==> src/rtl/l1mtx_arb_param.sv <==
// Output-stage arbiter for the L1 AHB bus matrix: picks which of NUM_PORTS input stages owns the slave.
// Grant is one HREADYM-qualified edge after request; all state is frozen while HREADYM is low.
module l1mtx_arb_param #(
  parameter int NUM_PORTS        = 4,
  parameter int PORT_W           = 2,
  parameter int ARB_MODE         = 0,
  parameter int INCR_BEATS       = 4,
  parameter int EARLY_INCR_LIMIT = 1
) (
  input  logic                 HCLK,
  input  logic                 HRESET,
  input  logic [NUM_PORTS-1:0] req_port,
  input  logic [NUM_PORTS-1:0] port_en,
  input  logic                 HREADYM,
  input  logic                 HSELM,
  input  logic [1:0]           HTRANSM,
  input  logic [2:0]           HBURSTM,
  input  logic                 HMASTLOCKM,
  output logic [PORT_W-1:0]    addr_in_port,
  output logic                 no_port,
  output logic [NUM_PORTS-1:0] grant_onehot,
  output logic                 hold_active
);

  localparam logic [1:0] TR_IDLE   = 2'b00;
  localparam logic [1:0] TR_BUSY   = 2'b01;
  localparam logic [1:0] TR_NONSEQ = 2'b10;
  localparam logic [1:0] TR_SEQ    = 2'b11;

  logic [NUM_PORTS-1:0] r;
  logic [3:0]           remain;
  logic [3:0]           next_remain;
  logic                 reg_burst_hold;
  logic                 next_hold;
  logic [1:0]           early_cnt;
  logic [1:0]           next_early;
  logic [PORT_W-1:0]    next_addr;
  logic                 next_no_port;
  logic                 found;
  int                   p;

  assign r           = req_port & port_en;
  assign hold_active = reg_burst_hold;

  always_comb begin
    next_remain = 4'd0;
    next_hold   = 1'b0;
    if (HSELM) begin
      case (HTRANSM)
        TR_NONSEQ: begin
          case (HBURSTM)
            3'b110, 3'b111: begin next_remain = 4'd14; next_hold = 1'b1; end
            3'b100, 3'b101: begin next_remain = 4'd6;  next_hold = 1'b1; end
            3'b010, 3'b011: begin next_remain = 4'd2;  next_hold = 1'b1; end
            3'b001: begin
              // Repeated early-terminated INCR bursts stop earning a hold.
              if (early_cnt != 2'(EARLY_INCR_LIMIT)) begin
                next_remain = 4'(INCR_BEATS - 2);
                next_hold   = 1'b1;
              end
            end
            default: ;
          endcase
        end
        TR_SEQ: begin
          if (remain != 4'd0) begin
            next_remain = remain - 4'd1;
            next_hold   = reg_burst_hold;
          end
        end
        TR_BUSY: begin
          next_remain = remain;
          next_hold   = reg_burst_hold;
        end
        TR_IDLE: ;
        default: ;
      endcase
    end
  end

  always_comb begin
    next_early = early_cnt;
    if (!next_hold)
      next_early = 2'd0;
    else if (reg_burst_hold && HTRANSM == TR_NONSEQ && early_cnt != 2'd3)
      next_early = early_cnt + 2'd1;
  end

  always_comb begin
    next_addr    = addr_in_port;
    next_no_port = no_port;
    found        = 1'b0;
    p            = int'(addr_in_port);
    if (HMASTLOCKM || next_hold) begin
      next_addr    = addr_in_port;
    end else if (no_port) begin
      for (int i = 0; i < NUM_PORTS; i++) begin
        if (!found && r[PORT_W'(i)]) begin
          found        = 1'b1;
          next_addr    = PORT_W'(i);
          next_no_port = 1'b0;
        end
      end
    end else if (ARB_MODE == 0) begin
      for (int k = 1; k < NUM_PORTS; k++) begin
        if (!found && r[PORT_W'((p + k >= NUM_PORTS) ? p + k - NUM_PORTS : p + k)]) begin
          found     = 1'b1;
          next_addr = PORT_W'((p + k >= NUM_PORTS) ? p + k - NUM_PORTS : p + k);
        end
      end
      if (!found && !HSELM)
        next_no_port = 1'b1;
    end else begin
      for (int i = 0; i < NUM_PORTS; i++) begin
        if (!found && i < p && r[PORT_W'(i)]) begin
          found     = 1'b1;
          next_addr = PORT_W'(i);
        end
      end
      // The current owner outranks any higher-index requester while it still selects the slave.
      if (!found && HSELM)
        found = 1'b1;
      for (int i = 0; i < NUM_PORTS; i++) begin
        if (!found && i > p && r[PORT_W'(i)]) begin
          found     = 1'b1;
          next_addr = PORT_W'(i);
        end
      end
      if (!found)
        next_no_port = 1'b1;
    end
  end

  always_ff @(posedge HCLK or posedge HRESET) begin
    if (HRESET) begin
      addr_in_port   <= '0;
      no_port        <= 1'b1;
      reg_burst_hold <= 1'b0;
      remain         <= 4'd0;
      early_cnt      <= 2'd0;
    end else if (HREADYM) begin
      addr_in_port   <= next_addr;
      no_port        <= next_no_port;
      reg_burst_hold <= next_hold;
      remain         <= next_remain;
      early_cnt      <= next_early;
    end
  end

  always_comb begin
    grant_onehot = '0;
    if (!no_port)
      grant_onehot[addr_in_port] = 1'b1;
  end

endmodule

==> config.mk <==
export PLATFORM = sky130hd
export DESIGN_NAME = l1mtx_arb_param
export DESIGN_NICKNAME = d
export VERILOG_FILES = /design/src/rtl/l1mtx_arb_param.sv
export SDC_FILE = /design/constraint.sdc
export NUM_CORES = 1
export LEC_CHECK = 0
export CORE_MARGIN = 4
export CORE_UTILIZATION = 50
export CTS_CLUSTER_DIAMETER = 30
export DETAILED_ROUTE_END_ITERATION = 6
export PLACE_DENSITY = 0.86
export SKIP_CTS_REPAIR_TIMING = 1
export SYNTH_ARGS = -nofsm -noshare
export SYNTH_HDL_FRONTEND = slang
export SYNTH_SLANG_ARGS = --single-unit
==> constraint.sdc <==
create_clock -name HCLK -period 4.3 [get_ports HCLK]
set_input_delay 0.645 -clock HCLK [delete_from_list [all_inputs] [get_ports HCLK]]
set_output_delay 0.645 -clock HCLK [all_outputs]
set_load 0.02 [all_outputs]
* Word level (Yosys, flattened, before mapping) *
Index checks and enable logic that the tools add are counted.

cells by class
  add/subtract/negate cells = 8
  multipliers = 0
  div/mod/pow operators = 0
  order comparisons = 8
  equality and inequality tests = 15
  shifts and indexed selects = 0
  mux-type cells = 49
  bitwise gates (word level) = 2
  reduce and logical (&&, ||, !) cells = 23

operators with widths
  kind                 number
  $mux 1               26
  $mux 2               12
  $pmux 4 s4           1
  $eq 3x3->1 const B   4
  $lt 2x4->1 const B   3
  $mux 4               3
  $pmux 4 s3           1
  $ge 3x3->1 const B   3
  $reduce_bool 4->1    2
  $logic_and 1x1->1    7
  $add 2x2->3 const B  2
  $bmux 1 s2           3
  $eq 3x2->1 const B   2
  $reduce_and 2->1     3
  $reduce_or 2->1      3
  $reduce_or 6->1      1
  $sub 2x1->2 const B  3
  $logic_not 1->1      5
  $and 4x4->4          1
  $eq 2x2->1 const B   2
  $ne 2x1->1 const B   2
  $ne 2x2->1 const B   2
  $reduce_and 4->1     1
  $sub 4x1->4 const B  1
  other kinds (12)     12

storage, ports and cells
  bits in registers = 10
  bits in latches = 0
  bits in writable memories = 0
  memory bits (read-only) = 0
  input port bits = 18
  output and inout port bits = 8
  logic and storage cells = 110
  memories kept = 0

* Logic depth before layout (Yosys ltp) *
Gate-level depths: netlist of run 1.

  depth after elaboration = 23
  depth in mapped cells = 8
  depth with buffers taken out = 7

* Worst setup path before layout of run 1 *
No wires, ideal clock.

  path type = flip-flop to flip-flop
  from = register addr_in_port[1]
  to = register addr_in_port[0]
  library setup time = 0.128 ns
  data arrival time = 1.880 ns
  data required time = 4.172 ns
  setup slack = 2.292 ns
  cell stages (with the launch flop) = 8
  buffers on the path = 1
  clock period less this slack = 2.008 ns
  cell sequence = dfrtp_1 buf_2 inv_1 ha_1 a32o_1 o31ai_1 o221ai_1 mux2_1

on the way
  cells in the longest elaborated chain, start to end = 18
  elaborated cells between the ends (all ways) = 37
  those cells by class = 6 x add/sub; 3 x order compare; 22 x mux; 6 x reduce/logical

RTL lines
  what                                                          line      source
  from (decl)                                                   19        output logic [PORT_W-1:0] addr_in_port,
  from (signal assigned)                                        142       addr_in_port <= next_addr;
  $add 2x1->3                                                   106       if (!found && r[PORT_W'((p + k >= NUM_PORTS) ? p + k - NUM_PORTS : p + k)]) begin
  $ge 3x3->1 / $sub 2x1->2 (equally long branches)              106, 108
  $mux 2                                                        106, 108
  $bmux 1 s2                                                    106
  $mux 1 (3 in a row)                                           106
  $mux 1                                                        96        end else if (no_port) begin
  $mux 1                                                        94        if (HMASTLOCKM || next_hold) begin
  $logic_not 1->1                                               106
  $logic_and 1x1->1                                             106
  $mux 1                                                        106
  $mux 1                                                        96
  $mux 1                                                        94
  $logic_not 1->1                                               106
  $logic_and 1x1->1                                             106
  $reduce_bool 4->1 (no line) / $mux 2 (equally long branches)  --
  $reduce_and 4->1 (no line) / $mux 2 (equally long branches)   --

Parallel ways exist; a longest one is shown, timed or not. The select of a mux whose other input is x is not followed.
A chain may end at the register's enable or synchronous reset.

* Worst setup path after layout of run 1 *
  from = register addr_in_port[1]
  to = output port grant_onehot[0]

on the way
  cells in the longest elaborated chain, start to end = 5
  elaborated cells between the ends (all ways) = 6
  those cells by class = 2 x order compare; 3 x mux; 1 x reduce/logical

RTL lines
  what                                                                   line  source
  $lt 2x3->1 (not written as such) / $ge 2x1->1 (equally long branches)  153   grant_onehot[addr_in_port] = 1'b1;
  $logic_and 1x1->1 (not written as such)                                153
  $mux 1 (not written as such)                                           153
  $demux 1 s2 *                                                          153
  $mux 4 *                                                               152   if (!no_port)
  to (decl)                                                              21    output logic [NUM_PORTS-1:0] grant_onehot,

Every way passes the cells marked *; elsewhere a longest branch is shown, timed or not.

==> run_results.csv, run 1 <==
group,metric,value,unit
global_routing,grt_pass1_vias,726,
cts,cts.sinks,10,
worst_setup_path,slowest_stage,"dfrtp_1",
synth,synth_seq_cells,10,
floorplanning,rows,14,
synth,synth_cell_types,42,
synth,synth.area.top_cells,"dfrtp_1 26%, ha_1 11%, nand2_1 5.6%",
floorplanning,start_util,55.6,%
synth,syn_avg_cell_area,8.67,um2
sta,rsz0062_at_grt,"false",
sta,period_share,58.3,%
status,status,"finished clean",
place,io_buffers,25,
drt,drt-pass1-iter-count,4,
sta,hold_violations,0,
sta,finalCriticalPeriod,2510,ps
worst_setup_path,critPathLaunch,"addr_in_port[1]",
synth,syn_nets,127,
cts,clock-root-buffer,"clkbuf_4",
place,globalplace.congestion,0.828,
floorplanning,ios,26,
floorplanning,die_area,2490,um2
worst_setup_path,arrival,1860,ps
layout,syn_to_final_growth,34.0,%
worst_setup_path,cp_max_fo,12,
synth,yosysWarningCount,0,
cts,cts.clk_slew.worst_paths,60,ps
drt,drc_errors,0,
worst_setup_path,critPathRequiredTime,3650,ps
layout,finalNetCount,155,
pwr,leakagePower,0.492,nW
pwr,fin_total_pwr,0.446,mW
worst_setup_path,r2r_start,"addr_in_port[1]",
worst_setup_path,slowest_delay,570,ps
sta,fmax,0.399,GHz
place,post-place-ws,1960,ps
floorplanning,dieWidth,49.9,um
drt,drtIter0Drc,32,
sta,slew_headroom,64.0,%
synth,ys_seq_area_share,28.7,%
cts,htreeDepth,1,
sta,fin_skew,1.47,ps
sta,setup_tns,0,ps
pwr,cellPowerDensity,380,nW/um2
worst_setup_path,crit_end,"grant_onehot[0]",
synth,ys_async_sr_fraction,100,%
pwr,ir_worst_vdd,287,uV
drt,vias,849,
place,dpl.hpwl,1.65,mm
synth,ys.flop_type,"dfrtp_1",
cts,cts_buffer_depth,2,
pwr,p_sw_share,40.1,%
pwr,pwr-share-seq,32.6,%
pwr,clkPwrFrac,19.2,%
drt,post_drt_via_cell_ratio,5.90,
global_routing,grt.overflow.total,0,
layout,fin_util,74.4,%
layout,drive_above_1_share,10.2,%
sta,layout_setup_ws,1790,ps
synth,syn_area,876,um2
cts,clkLatencyLatePin,270,ps
worst_setup_path,ff2ff_path_depth,6,
cts,numCtsBuffers,3,
pwr,power_frac_comb,48.2,%
min_path,whs_path_depth,2,
min_path,hp-class,"flop to flop",
flow_run,cap_viol_max_count,0,
synth,yosysTopAreaCellShare,25.7,%
synth,syn_inst,101,
worst_setup_path,r2r_setup_slack,2120,ps
sta,tightest_slew,526,ps
drt,final_antenna_net_count,0,
global_routing,grt_max_degree,15,
global_routing,antenna_found_initial,0,
pwr,netSwitchingPower,0.179,mW
synth,synth_top_area_cell,"dfrtp_1",
drt,routed_wirelength,2.07,mm
synth,synth-edff-count,0,
floorplanning,die_h,49.9,um
global_routing,grt_util_all_layers,18.1,%
sta,slew_viol_final,0,
worst_setup_path,path_cells,"inv_1 > ha_1 > nor2b_1 > clkdlybuf4s50_1",
worst_setup_path,crit_type,"flop to output port",
cts,cts_tree,"done",
layout,diodes,0,
worst_setup_path,startpoint_type,"flop",
floorplanning,core,1580,um2
worst_setup_path,r2r_end,"addr_in_port[1]",
drt,post_drt_wl_per_cell,14.4,um
worst_setup_path,endpoint_kind,"output port",
sta,setup_viol_count_final,0,
global_routing,grt_pass1_wl,3.36,mm
pwr,power.internal,0.267,mW
-- cells in the final DEF (no fill, tap or decap), types with 4 or more instances in the layout --
master            n
clkdlybuf4s50_1  25
nand2_1          13
inv_1             9
dfrtp_1           9
ha_1              8
nor2_1            6
nand3_1           4
o21ai_0           4
nor2b_1           4
-- stage by stage --
| step | std cells | hold WS [ps] | cell area (um2) |
|---|---|---|---|
| after detailed placement | 140 | 519 | 1140 |
| after CTS | 144 | 534 | 1170 |
| final | 144 | 533 | 1170 |
| after floorplan | 101 | 484 | 876 |
| after global routing | 144 | 556 | 1170 |
| after global placement | 140 | 512 | 1140 |
-- power by group through the flow --
stage	Clock (mW)	Combinational (mW)	Sequential, mW
after floorplan	0	0.132	0.143
after global placement	0	0.210	0.146
after detailed placement	0	0.214	0.147
after CTS	0.0894	0.215	0.145
after global routing	0.0964	0.233	0.149
final	0.0857	0.215	0.146
-- flip-flops by register name, indices dropped and copies added, names as in the netlist --
name	cells
hold_active	1
early_cnt	2
addr_in_port	2
remain	4
no_port	1
-- per-layer routing --
metal | vias up | routed length [um] | part of all wire (%) | track usage (%)
li1 | 431 | - | - | -
met1 | 373 | 880 | 43 | 23.5
met2 | 40 | 972 | 47 | 26.7
met3 | 5 | 175 | 8.5 | 5.72
met4 | 0 | 41 | 2.0 | 9.68
met5 | - | 0 | 0 | 0
-- cells in the mapped netlist, types with 2 or more instances --
cell type	n
o22ai_1	3
a32o_1	2
nand3_1	4
nor2_1	6
a31oi_1	3
inv_1	9
nand4_1	2
nor2b_1	4
xor2_1	2
dfrtp_1	9
nand2_1	13
o21ai_0	4
a32oi_1	3
ha_1	8
a21oi_1	2
-- cell type report --
cell class	count	area (um2)
fill	124	403
tap	16	20.0
clock buffer	4	36.3
inverter	10	37.5
multi-input combinational	79	578
timing repair buffer	25	250
sequential	10	251
-- cell families (layout without fill, tap and decap cells) --
group	after synthesis	count (layout)	synth area share (%)
and+or+nand+nor	38	38	23.7
AOI/OAI and AO/OA	30	30	27.6
buffers and inverters	12	39	5.28
DFF	10	10	28.7
adders and majority gates	8	8	11.4
xor gates and xnor gates	2	2	2.00
muxes	1	1	1.29
-- how the worst min path moves through the flow --
| stage | from | to | slack [ps] |
|---|---|---|---|
| finish | remain[3] | remain[3] | 530 |
| global route | remain[3] | remain[3] | 560 |
| CTS | remain[3] | remain[3] | 530 |
| detailed placement | remain[3] | remain[3] | 520 |
| global placement | remain[3] | remain[3] | 510 |
| floorplan | HRESET | addr_in_port[0] | 480 |
-- worst max-delay path: cells and delay by family, from the launching register on --
| kind | cells | cell delay, ps |
|---|---|---|
| DFF | 1 | 570 |
| buffers and inverters | 2 | 690 |
| and+or+nand+nor | 1 | 120 |
| adders and majority gates | 1 | 200 |
Power figures use the tool's default switching activity.
==> run 2: changes to the inputs <==
--- a/config.mk
+++ b/config.mk
@@ -6,10 +6,10 @@
 export NUM_CORES = 1
 export LEC_CHECK = 0
 export CORE_MARGIN = 4
-export CORE_UTILIZATION = 50
+export CORE_UTILIZATION = 42
 export CTS_CLUSTER_DIAMETER = 30
 export DETAILED_ROUTE_END_ITERATION = 6
-export PLACE_DENSITY = 0.86
+export PLACE_DENSITY = 0.77
 export SKIP_CTS_REPAIR_TIMING = 1
 export SYNTH_ARGS = -nofsm -noshare
 export SYNTH_HDL_FRONTEND = slang
==> constraint.sdc (replaced) <==
create_clock -name HCLK -period 2.25 [get_ports HCLK]
set_input_delay 0.3375 -clock HCLK [delete_from_list [all_inputs] [get_ports HCLK]]
set_output_delay 0.3375 -clock HCLK [all_outputs]
set_load 0.02 [all_outputs]
==> run 2 against run 1 <==
  * First-iteration DRC count shrank 28%
  * Clock power grew 49%
  * Die area is 16% higher
  * Register-to-register slack lost 1700 ps
  * Routed wire length grew 2.5%
  * Sequential share of layout area fell by 0.34 points
  * Clock-buffer cell count is the same
  * Cell count rose by 9.0%
  * Critical path depth did not move
  * Setup slack got worse by 1600 ps
  * Non-clock buffer count increased by 2
  * Critical endpoint is now grant_onehot[3]
==> run_results.csv, run 2 (synthesis results as in run 1) <==
group,metric,value,unit
sta,finalCriticalPeriod,2010,ps
layout,layout_commonest_cell,"clkdlybuf4s50_1",
cts,clkLatencyLatePin,270,ps
sta,layout_setup_ws,238,ps
layout,final_cells,157,
flow_run,cap_viol_max_count,0,
drt,drtIter0Drc,23,
layout,diodes,0,
layout,nFillCells,192,
sta,rsz0062_at_grt,"false",
worst_setup_path,slowest_delay,540,ps
worst_setup_path,arrival,1670,ps
pwr,ir_worst_vdd,345,uV
pwr,leakagePower,0.496,nW
sta,slew_headroom,71.5,%
pwr,cellPowerDensity,709,nW/um2
cts,numCtsBuffers,3,
worst_setup_path,cp_max_fo,9,
worst_setup_path,crit_type,"flop to output port",
worst_setup_path,critPathTopFamily,"buffers and inverters",
layout,syn_to_final_growth,36.1,%
layout,final_cell_mix,"25 x clkdlybuf4s50_1, 13 x nand2_1, 9 x inv_1, 9 x dfrtp_1, 8 x ha_1",
sta,setup_viol_count_final,0,
place,placed_cells,153,
sta,period_share,89.4,%
sta,whs,343,ps
floorplanning,core,1960,um2
cts,cts.clk_slew.worst_paths,70,ps
worst_setup_path,cp.buffers_inverters,2,
worst_setup_path,critPathRequiredTime,1910,ps
sta,fin_skew,9.98,ps
cts,clock-root-buffer,"clkbuf_4",
layout,multi_input_area,578,um2
floorplanning,rows,16,
drt,vias,855,
sta,tightest_slew,417,ps
worst_setup_path,ff2ff_path_depth,6,
place,io_buffers,25,
cts,cts.sinks,10,
layout,largest-register,"remain",
global_routing,grt_util_all_layers,17.1,%
global_routing,grt_pass1_vias,807,
layout,reg.largest.list,"remain (4), addr_in_port (2), early_cnt (2)",
floorplanning,ios,26,
global_routing,antenna_found_initial,0,
drt,final_antenna_net_count,0,
sta,fmax,0.497,GHz
min_path,hp-class,"primary input to async pin",
floorplanning,die_area,2880,um2
worst_setup_path,slowest_stage,"clkdlybuf4s50_1",
place,globalplace.congestion,0.923,
drt,post_drt_via_cell_ratio,5.45,
floorplanning,start_util,44.6,%
drt,drt-pass1-iter-count,4,
worst_setup_path,r2r_end,"addr_in_port[0]",
layout,drive_above_1_share,10.8,%
floorplanning,dieWidth,53.7,um
worst_setup_path,r2r_setup_slack,450,ps
worst_setup_path,startpoint_type,"flop",
sta,hold_violations,0,
layout,finalNetCount,157,
drt,post_drt_wl_per_cell,13.5,um
cts,cts_buffer_depth,2,
floorplanning,die_h,53.7,um
cts,htreeDepth,1,
status,status,"finished clean",
worst_setup_path,path_cells,"buf_4 > ha_1 > nor2b_1 > clkdlybuf4s50_1",
worst_setup_path,r2r_start,"addr_in_port[0]",
global_routing,grt_max_degree,15,
drt,routed_wirelength,2.12,mm
place,post-place-ws,269,ps
place,dpl.hpwl,1.68,mm
drt,drc_errors,0,
sta,setup_tns,0,ps
cts,cts_tree,"done",
worst_setup_path,endpoint_kind,"output port",
sta,slew_viol_final,0,
global_routing,grt.overflow.total,0,
layout,ff_latch_area,251,um2
layout,largest_reg_flops,4,
global_routing,grt_pass1_wl,3.61,mm
run 2: changes by cell type in the layout (fill, tap and decap cells not counted):
cell,delta
clkbuf_8,-1
buf_4,+2
clkbuf_1,+1
run 2: where the power goes:
part           switching [mW]  total [mW]  internal [mW]
clock                  0.0592       0.128         0.0684
sequential             0.0302       0.241          0.211
combinational           0.255       0.477          0.221
total                   0.345       0.845          0.501
run 2: worst register-to-register path, stage by stage, from the launching register on:
cell and delay (ps):
dfrtp_1 360, inv_2 70, ha_1 360, a32o_1 250, o31ai_1 210, o221ai_1 150, mux2_1 300
run 2: worst max-delay path by stage:
stage	slack, ps	start	endpoint	cells past startpoint
after floorplan	240	addr_in_port[1]	addr_in_port[0]	7
after global placement	290	req_port[2]	addr_in_port[0]	6
after detailed placement	270	req_port[0]	addr_in_port[0]	6
after CTS	220	addr_in_port[0]	grant_onehot[3]	4
after global routing	110	addr_in_port[0]	grant_onehot[1]	4
final	240	addr_in_port[0]	grant_onehot[3]	4
run 2: cell type report:
type                       count  share of cell area, %
clock buffer                   4                   2.20
multi-input combinational     79                   48.5
sequential                    10                   21.1
inverter                      10                   3.15
timing repair buffer          27                   22.2
tap                           27                   2.83
run 2: through the flow:
step                      total power [mW]  cell area, um2  utilization, %
after floorplan                      0.525             876               -
after global placement               0.705            1170            59.4
after detailed placement             0.717            1170            59.4
after CTS                            0.850            1190            60.8
after global routing                 0.913            1190            60.8
final                                0.845            1190            60.8
run 2: metal layers:
metal  share of wire, %  up-vias  track usage (%)
li1                   -      433                -
met1                 44      394             21.0
met2                 51       26             28.4
met3                4.8        2             5.26
met4               0.57        0             4.68
met5                  0        -                0
==> run 3: changes to the inputs <==
--- a/config.mk
+++ b/config.mk
@@ -5,11 +5,11 @@
 export SDC_FILE = /design/constraint.sdc
 export NUM_CORES = 1
 export LEC_CHECK = 0
-export CORE_MARGIN = 4
 export CORE_UTILIZATION = 42
 export CTS_CLUSTER_DIAMETER = 30
 export DETAILED_ROUTE_END_ITERATION = 6
 export PLACE_DENSITY = 0.77
+export SETUP_SLACK_MARGIN = 0.05
 export SKIP_CTS_REPAIR_TIMING = 1
 export SYNTH_ARGS = -nofsm -noshare
 export SYNTH_HDL_FRONTEND = slang
==> run 3 against run 2 <==
  * Power increased by 2.7%
  * Via count rose by 0.58%
  * Worst hold slack better by 12 ps
  * Non-clock buffer count stayed put
  * Sequential power is essentially flat
  * Clock-buffer cell count unchanged
  * Routed wire length shrank 8.6%
  * Register-to-register slack better by 20 ps
  * Clock power is 26% higher
  * Critical path depth is the same
  * Combinational power decreased by 3%
==> run_results.csv, run 3 (synthesis results as in run 1) <==
group,metric,value,unit
sta,tightest_slew,387,ps
global_routing,grt_pass1_wl,3.04,mm
worst_setup_path,cp.buffers_inverters,2,
cts,clkLatencyLatePin,270,ps
layout,reg.largest.list,"remain (4), addr_in_port (2), early_cnt (2)",
sta,period_share,89.0,%
drt,vias,860,
cts,cts_tree,"done",
sta,finalCriticalPeriod,2000,ps
worst_setup_path,slowest_delay,540,ps
min_path,hp-class,"primary input to async pin",
worst_setup_path,cp_max_fo,9,
flow_run,cap_viol_max_count,0,
drt,post_drt_wl_per_cell,12.4,um
sta,setup_tns,0,ps
floorplanning,dieWidth,47.7,um
layout,diodes,0,
floorplanning,die_h,47.7,um
layout,finalNetCount,157,
place,globalplace.congestion,0.824,
floorplanning,die_area,2270,um2
sta,setup_viol_count_final,0,
worst_setup_path,arrival,1660,ps
sta,rsz0062_at_grt,"false",
drt,post_drt_via_cell_ratio,5.48,
sta,layout_setup_ws,248,ps
layout,fin_util,61.3,%
cts,htreeDepth,1,
global_routing,grt_max_degree,15,
floorplanning,ios,26,
layout,layout_commonest_cell,"clkdlybuf4s50_1",
worst_setup_path,path_cells,"buf_4 > ha_1 > nor2b_1 > clkdlybuf4s50_1",
pwr,pwr-share-seq,27.9,%
pwr,leakagePower,0.502,nW
layout,largest_reg_flops,4,
pwr,clkPwrFrac,18.6,%
cts,numCtsBuffers,3,
pwr,ir_worst_vdd,513,uV
worst_setup_path,critPathTopFamily,"buffers and inverters",
drt,routed_wirelength,1.94,mm
drt,drtIter0Drc,42,
sta,slew_headroom,73.5,%
drt,final_antenna_net_count,0,
global_routing,grt_util_all_layers,18.9,%
place,post-place-ws,279,ps
status,status,"finished clean",
cts,cts.sinks,10,
layout,multi_input_area,578,um2
floorplanning,start_util,44.6,%
layout,final_cell_mix,"25 x clkdlybuf4s50_1, 13 x nand2_1, 9 x inv_1, 9 x dfrtp_1, 8 x ha_1",
global_routing,antenna_found_initial,0,
worst_setup_path,endpoint_kind,"output port",
place,io_buffers,25,
worst_setup_path,startpoint_type,"flop",
pwr,cellPowerDensity,722,nW/um2
layout,syn_to_final_growth,37.3,%
cts,clock-root-buffer,"clkbuf_4",
pwr,p_sw_share,39.0,%
pwr,netSwitchingPower,0.339,mW
layout,drive_above_1_share,11.5,%
cts,cts.clk_slew.worst_paths,70,ps
drt,drc_errors,0,
pwr,power_frac_comb,53.6,%
worst_setup_path,crit_type,"flop to output port",
place,dpl.hpwl,1.56,mm
floorplanning,core,1960,um2
floorplanning,rows,16,
drt,drt-pass1-iter-count,4,
layout,largest-register,"remain",
global_routing,grt.overflow.total,0,
sta,hold_violations,0,
worst_setup_path,critPathRequiredTime,1910,ps
cts,cts_buffer_depth,2,
worst_setup_path,slowest_stage,"clkdlybuf4s50_1",
sta,fin_skew,3.98,ps
pwr,power.internal,0.530,mW
sta,slew_viol_final,0,
sta,fmax,0.500,GHz
layout,nFillCells,202,
sta,whs,355,ps
pwr,fin_total_pwr,0.868,mW
global_routing,grt_pass1_vias,728,
layout,ff_latch_area,251,um2
run 3: per-layer routing:
| metal | wire [um] | part of all wire, % | vias to the layer above | GRT usage [%] |
|---|---|---|---|---|
| li1 | - | - | 438 | - |
| met1 | 866 | 45 | 389 | 25.5 |
| met2 | 955 | 49 | 31 | 29.6 |
| met3 | 104 | 5.4 | 2 | 4.91 |
| met4 | 12 | 0.62 | 0 | 6.11 |
| met5 | 0 | 0 | - | 0 |
run 3: final timing paths:
| check | from | end | slack [ps] | cells after the start |
|---|---|---|---|---|
| worst min register to register | remain[3] | remain[3] | 540 | 2 |
| worst min-delay path | HRESET | remain[1] | 360 | 2 |
| worst max register to register | addr_in_port[0] | addr_in_port[0] | 470 | 6 |
| min in group HCLK | remain[3] | remain[3] | 540 | 2 |
| max in group asynchronous | HRESET | no_port | 1580 | 2 |
| worst max-delay path | addr_in_port[0] | grant_onehot[1] | 250 | 4 |
run 3: final cells by class:
cell class	count	area share (%)
Tap cell	27	2.81
Multi-Input combinational cell	79	48.1
Clock buffer	4	3.02
Timing Repair Buffer	27	22.1
Sequential cell	10	20.9
Inverter	10	3.12
run 3: worst register-to-register path: stages, from the launching register on:
cell      delay, ps
dfrtp_1         360
inv_2            70
ha_1            360
a32o_1          240
o31ai_1         200
o221ai_1        140
mux2_1          290
run 3: power groups by stage:
stage               clock [mW]  sequential, mW  combinational [mW]
floorplan                    0           0.273               0.252
global placement             0           0.245               0.460
detailed placement           0           0.246               0.463
CTS                      0.168           0.243               0.464
global route             0.180           0.248               0.513
finish                   0.161           0.242               0.465
run 3: metrics by stage:
stage | std cells | cell area [um2]
CTS | 157 | 1200
floorplan | 101 | 876
finish | 157 | 1200
global route | 157 | 1200
global placement | 153 | 1170
detailed placement | 153 | 1170
